[config.mk]
export PLATFORM = sky130hd
export DESIGN_NAME = fifo_sync_flags
export DESIGN_NICKNAME = d
export VERILOG_FILES = /design/src/rtl/fifo_sync_flags.sv
export SDC_FILE = /design/constraint.sdc
export NUM_CORES = 1
export LEC_CHECK = 0
export ABC_AREA = 1
export CORE_MARGIN = 5
export CORE_UTILIZATION = 50
export DETAILED_ROUTE_END_ITERATION = 8
export HOLD_SLACK_MARGIN = 0.03
export PLACE_DENSITY = 0.72
export SLEW_MARGIN = 10
export SYNTH_ARGS = -nofsm -noshare
export SYNTH_HDL_FRONTEND = slang
export SYNTH_SLANG_ARGS = --single-unit
[constraint.sdc]
create_clock -name clk -period 2.5 [get_ports clk]
set_input_delay 0.25 -clock clk [delete_from_list [all_inputs] [get_ports clk]]
set_output_delay 0.25 -clock clk [all_outputs]
set_load 0.02 [all_outputs]
[src/rtl/fifo_sync_flags.sv]
// fifo_sync_flags: single-clock FIFO with count, almost flags, sticky errors.
// Define FIFO_FWFT_EN for first-word-fall-through reads; default is registered.
module fifo_sync_flags #(
  parameter int DEPTH     = 8,
  parameter int WIDTH     = 32,
  parameter int AF_THRESH = 6,
  parameter int AE_THRESH = 2
) (
  input  logic                       clk,
  input  logic                       rstN,
  input  logic                       wrEn,
  input  logic [WIDTH-1:0]           dataIn,
  input  logic                       rdEn,
  output logic [WIDTH-1:0]           dataOut,
  input  logic                       clrErr,
  output logic                       empty,
  output logic                       full,
  output logic                       almostEmpty,
  output logic                       almostFull,
  output logic [$clog2(DEPTH+1)-1:0] count,
  output logic                       overflow,
  output logic                       underflow
);

  localparam int CW = $clog2(DEPTH+1);
  localparam int PW = $clog2(DEPTH);

  logic [WIDTH-1:0] mem [DEPTH];

  logic          wr_ok, rd_ok;
  logic [PW-1:0] wr_ptr_q, wr_ptr_d;
  logic [PW-1:0] rd_ptr_q, rd_ptr_d;
  logic [CW-1:0] count_q, count_d;
  logic          empty_q, empty_d;
  logic          full_q, full_d;
  logic          ae_q, ae_d;
  logic          af_q, af_d;
  logic          ovf_q, ovf_d;
  logic          unf_q, unf_d;

  always_comb begin
    wr_ok    = wrEn && !full_q;
    rd_ok    = rdEn && !empty_q;
    wr_ptr_d = wr_ptr_q;
    rd_ptr_d = rd_ptr_q;
    count_d  = count_q;
    if (wr_ok)
      wr_ptr_d = (wr_ptr_q == PW'(DEPTH-1)) ? '0 : wr_ptr_q + PW'(1);
    if (rd_ok)
      rd_ptr_d = (rd_ptr_q == PW'(DEPTH-1)) ? '0 : rd_ptr_q + PW'(1);
    unique case ({wr_ok, rd_ok})
      2'b10:   count_d = count_q + CW'(1);
      2'b01:   count_d = count_q - CW'(1);
      default: count_d = count_q;
    endcase
    // Flags come from the next count so they line up with count itself.
    empty_d = (count_d == '0);
    full_d  = (count_d == CW'(DEPTH));
    ae_d    = (count_d <= CW'(AE_THRESH));
    af_d    = (count_d >= CW'(AF_THRESH));
    // A fresh error beats a same-cycle clear.
    ovf_d   = (wrEn && full_q) || (ovf_q && !clrErr);
    unf_d   = (rdEn && empty_q) || (unf_q && !clrErr);
  end

  always_ff @(posedge clk or negedge rstN) begin
    if (!rstN) begin
      wr_ptr_q <= '0;
      rd_ptr_q <= '0;
      count_q  <= '0;
      empty_q  <= 1'b1;
      full_q   <= 1'b0;
      ae_q     <= 1'b1;
      af_q     <= 1'b0;
      ovf_q    <= 1'b0;
      unf_q    <= 1'b0;
    end else begin
      wr_ptr_q <= wr_ptr_d;
      rd_ptr_q <= rd_ptr_d;
      count_q  <= count_d;
      empty_q  <= empty_d;
      full_q   <= full_d;
      ae_q     <= ae_d;
      af_q     <= af_d;
      ovf_q    <= ovf_d;
      unf_q    <= unf_d;
    end
  end

  always_ff @(posedge clk) begin
    if (wr_ok)
      mem[wr_ptr_q] <= dataIn;
  end

`ifdef FIFO_FWFT_EN
  assign dataOut = empty_q ? '0 : mem[rd_ptr_q];
`else
  logic [WIDTH-1:0] dout_q, dout_d;

  always_comb begin
    dout_d = dout_q;
    if (rd_ok)
      dout_d = mem[rd_ptr_q];
  end

  always_ff @(posedge clk or negedge rstN) begin
    if (!rstN)
      dout_q <= '0;
    else
      dout_q <= dout_d;
  end

  assign dataOut = dout_q;
`endif

  assign empty       = empty_q;
  assign full        = full_q;
  assign almostEmpty = ae_q;
  assign almostFull  = af_q;
  assign count       = count_q;
  assign overflow    = ovf_q;
  assign underflow   = unf_q;

endmodule
== Word-level counts from Yosys, hierarchy flattened ==
Memory sizes are Yosys's and may differ from the RTL's. A register that Yosys moved wholly into a read port is not among the register bits.
Cells that the tools add are included.
Storage, ports and cells
  register bits: 16
  RAM bits: 256
  word-level logic and storage cells: 39
  memories: 1
Memory list
  mem: words 8, bits a word 32, rd ports 1, clocked after Yosys merged registers in 1, wr ports 1, RTL line 28  | logic [WIDTH-1:0] mem [DEPTH];
Operators by class
  add/sub/neg operators: 4
  magnitude comparators: 2
  eq/ne operators: 5
  multiplexer cells: 5
  reductions and logical operators: 13
Operator list (number)
  4-bit one-hot mux with 2 select lines: 1
  3-bit by 1-bit adder with 3-bit output, second input constant: 2
  3-bit == test, second input constant: 2
  1-bit logical AND: 6
  3-bit 2-to-1 mux: 2
  4-bit by 1-bit adder with 4-bit output, second input constant: 1
  4-bit == test, second input constant: 1
  4-bit by 3-bit >= comparator with 1-bit output, second input constant: 1
  4-bit by 2-bit less-or-equal comparator with 1-bit output, second input constant: 1
  1-bit zero test: 4
  4-bit zero test: 1
  4-bit by 1-bit subtractor with 4-bit output, second input constant: 1
  2-bit by 1-bit == test with 1-bit output, second input constant: 1
  2-bit == test, second input constant: 1
  1-bit logical OR: 2
  1-bit 2-to-1 mux: 2

== Depth between registers and ports, before layout ==
  word-level depth: 5
  gate-level depth with buffers: 14

== Least setup slack after synthesis ==
No wires, ideal clock.
  kind: reg-to-reg
  start point: register full_q (netlist: full)
  end point: memory mem[1][0] (enable)
  setup time: 0.421 ns
  data arrival time: 2.358 ns
  required time: 2.079 ns
  setup slack: -0.279 ns
  stages on the path, launching flop included: 6
  buffers on the path: 0
  period minus slack after synthesis: 2.779 ns
  cell sequence: dfrtp_1 nor2_1 inv_1 nor2_1 inv_1 nor2_1
Between the ends
  cells in the longest elaborated chain, start to end: 4
RTL lines
  start, declared: RTL line 35  | logic full_q, full_d;
  start signal, assigned: RTL line 82  | full_q <= full_d;
  1-bit zero test: RTL line 42  | wr_ok = wrEn && !full_q;
  1-bit logical AND: RTL line 42
  1-bit 2-to-1 mux: RTL line 91  | if (wr_ok)
  1-bit 2-to-1 mux (not written as such): RTL line 92  | mem[wr_ptr_q] <= dataIn;
  end, declared: RTL line 28
No other way between the ends.

== Worst setup path after layout ==
  start point: register empty_q (netlist: empty)
  end point: output port empty
RTL lines
  start, declared: RTL line 34  | logic empty_q, empty_d;
  start signal, assigned: RTL line 81  | empty_q <= empty_d;
  end, declared: RTL line 16  | output logic empty,
No word-level cell between the ends.

==> run_results.csv <==
group,metric,value,unit
outcome,status,"finished clean",
routing,first_pass_iters,5,
power_and_ir_drop,vdd_drop_max,0.842,mV
routing,ant_nets,0,
critical_path,path_class,"reg -> out",
timing,finalSetupViolCount,0,
clock_network,cts_buffers,30,
final_layout,finalCoreUtilization,60.4,%
grt,antenna_found_initial,0,
grt,grt_remaining_overflow,0,
clock_network,clock-sinks,304,
final_layout,seq_area,0.00890,mm2
critical_path,worstPathArrival,1.73,ns
floorplan,core,0.0242,mm2
placed_design,port_buffers,78,
yosys,syn_avg_cell_area,12.2,um2
yosys,synth_top_flop_cell,"edfxtp_1",
timing,worstMarginPinSlew,0.735,ns
yosys,synth_edf_count,256,
placed_design,gp_congestion,0.735,
yosys,synth_area_leaders,"edfxtp_1 (63%), dfrtp_1 (9.4%), nand2_1 (4.9%), inv_1 (4.5%), nand3_1 (4.3%)",
grt,gr-usage-all-layers,17.3,%
yosys,syn_area,0.0122,mm2
placed_design,placed_area,0.0135,mm2
final_layout,final_layout_size_suffix_gt1_share,8.58,%
critical_path,critPathRequiredTime,2.25,ns
yosys,synthCells,1000,
grt,grt_max_degree,64,
timing,finalMaxSlewViolations,0,
critical_path,path_cells,"clkdlybuf4s50_1",
timing,hold_viol_final,0,
yosys,ys_top_cells_by_count,"edfxtp_1 (256), nand2_1 (158), inv_1 (147)",
timing,fin_crit,1.98,ns
timing,period_share,79.3,%
critical_path,crit_fanout,3,
floorplan,die_area,0.0276,mm2
floorplan,fp-row-count,57,
power_and_ir_drop,leakagePower,0.00560,uW
timing,slew_headroom,51.0,%
yosys,ys_types,19,
timing,rsz0062_at_grt,"no",
job,cap_violations,0,
yosys,yosysWarnings,0,
critical_path,crit_path_end_kind,"output port",
routing,drtIter0Drc,572,
clock_network,clk_pin_slew,0.06,ns
routing,wl_per_cell,17.0,um
yosys,ys_ff_latch,304,
final_layout,multi_input_area,0.00254,mm2
yosys,yosysSeqAreaShare,72.9,%
timing,fmax,0.504,GHz
yosys,synth_top_area_share,63.0,%
yosys,yosysMostFrequentCell,"edfxtp_1",
yosys,syn_nets,1044,
floorplan,ios,79,
grt,grt_pass1_wl,38900,um
critical_path,critPathTopFamily,"buffers and inverters",
power_and_ir_drop,power_density,1160,mW/mm2
routing,finalWirelength,24300,um
final_layout,antennaDiodeCount,0,
routing,vias,7482,
clock_network,clockBufferDepth,3,
floorplan,fp.dieH,166,um
clock_network,clockRootBuffer,"clkbuf_16",
placed_design,dpl.hpwl,14200,um
final_layout,nets,1127,
floorplan,start_util,50.5,%
routing,drc,0,
critical_path,critPathMaxStageDelay,0.61,ns
final_layout,area_growth,19.7,%
clock_network,htreeDepth,1,
grt,grt_pass1_vias,7292,
clock_network,clock_latency,0.55,ns
routing,viasPerCell,5.23,
critical_path,r2r_slack,0.57,ns
final_layout,final_area,0.0146,mm2
critical_path,start_kind,"flip-flop",
worst_hold_path,hold_path_class,"in -> reg",
critical_path,critPathBufInv,1,
floorplan,die-width,166,um
critical_path,worst_path_max_delay_cell,"clkdlybuf4s50_1",
timing,skew,0.0173,ns
clock_network,cts_tree,"yes",
final_layout,n_fill_cell,1875,
yosys,postSynth.asyncResetShare,15.8,%
yosys,synth_top_cell_by_area,"edfxtp_1",
-- sequential cells by signal, indices dropped and copies added (netlist names) --
register	count
dataOut	32
almostFull	1
almostEmpty	1
mem	256
full	1
overflow	1
wr_ptr_q	3
underflow	1
rd_ptr_q	3
empty	1
count	4
-- area by class of cell --
cell class / count / share of cell area [%]
Multi-Input combinational cell: 493 / 17.4
Tap cell: 324 / 2.78
Clock buffer: 34 / 5.53
Timing Repair Buffer: 107 / 7.85
Clock inverter: 22 / 1.71
Inverter: 147 / 3.78
Sequential cell: 304 / 60.9
-- routing by layer --
metal / wire length (um) / vias up / GRT usage [%] / part of all wire (%)
met5: 0 / - / 0 / 0
met4: 443 / 0 / 4.52 / 1.8
met3: 1190 / 30 / 2.38 / 4.9
met2: 12400 / 166 / 30.4 / 51
met1: 10300 / 3643 / 22.8 / 42
li1: - / 3643 / - / -
-- final timing paths --
path	cells past startpoint	end	startpoint
worst max-delay path	1	empty	empty
worst min-delay path	2	underflow	clrErr
worst max register to register	12	full	full
worst min register to register	2	dataOut[7]	dataOut[7]
max in group asynchronous	3	almostEmpty	rstN
min in group asynchronous	2	dataOut[10]	rstN
-- where the power goes --
part	switching, uW	internal, uW	total (uW)
registers	568	6480	7040
clock network	1870	2840	4710
logic	3180	2000	5180
total	5620	11300	16900
-- stage by stage --
step / hold WS, ns / TNS (ns) / total power (uW) / setup slack, ns / cells
detailed placement: 0.338 / 0 / 12300 / 0.205 / 1374
floorplan: -0.0456 / -35.70 / 10400 / -0.279 / 1000
global placement: 0.330 / 0 / 12100 / 0.243 / 1374
global route: 0.287 / 0 / 17900 / 0.356 / 1431
finish: 0.287 / 0 / 16900 / 0.516 / 1431
CTS: 0.267 / 0 / 17100 / 0.489 / 1431
-- kinds of logic (layout without fill, tap and decap cells) --
group,after synthesis,in the layout,synth area share (%)
DFF,304,304,72.9
and+or+nand+nor,281,281,9.75
buffers and inverters,203,310,6.82
AOI/OAI and AO/OA,202,202,9.61
adders and majority gates,7,7,0.718
xor gates and xnor gates,3,3,0.215
-- cells in the final DEF (no fill, tap or decap), drive strengths merged, types with 3 or more instances in the layout --
cell type,count
o211ai,64
nand2,158
o21ai,71
clkinv,16
buf,29
clkbuf,34
xnor2,3
edfxtp,256
ha,7
clkdlybuf4s50,77
nand3,104
inv,147
bufinv,5
nor2,17
dfrtp,46
a21oi,66
-- timing repair --
item                                    in CTS  in global routing
gates resized for setup                      0                  0
endpoints found under the hold margin       23                  0
endpoints found under the setup margin       0                  0
setup buffers                                0                  0
hold buffers                                 1                  0
(Power assumes the default switching activity.)
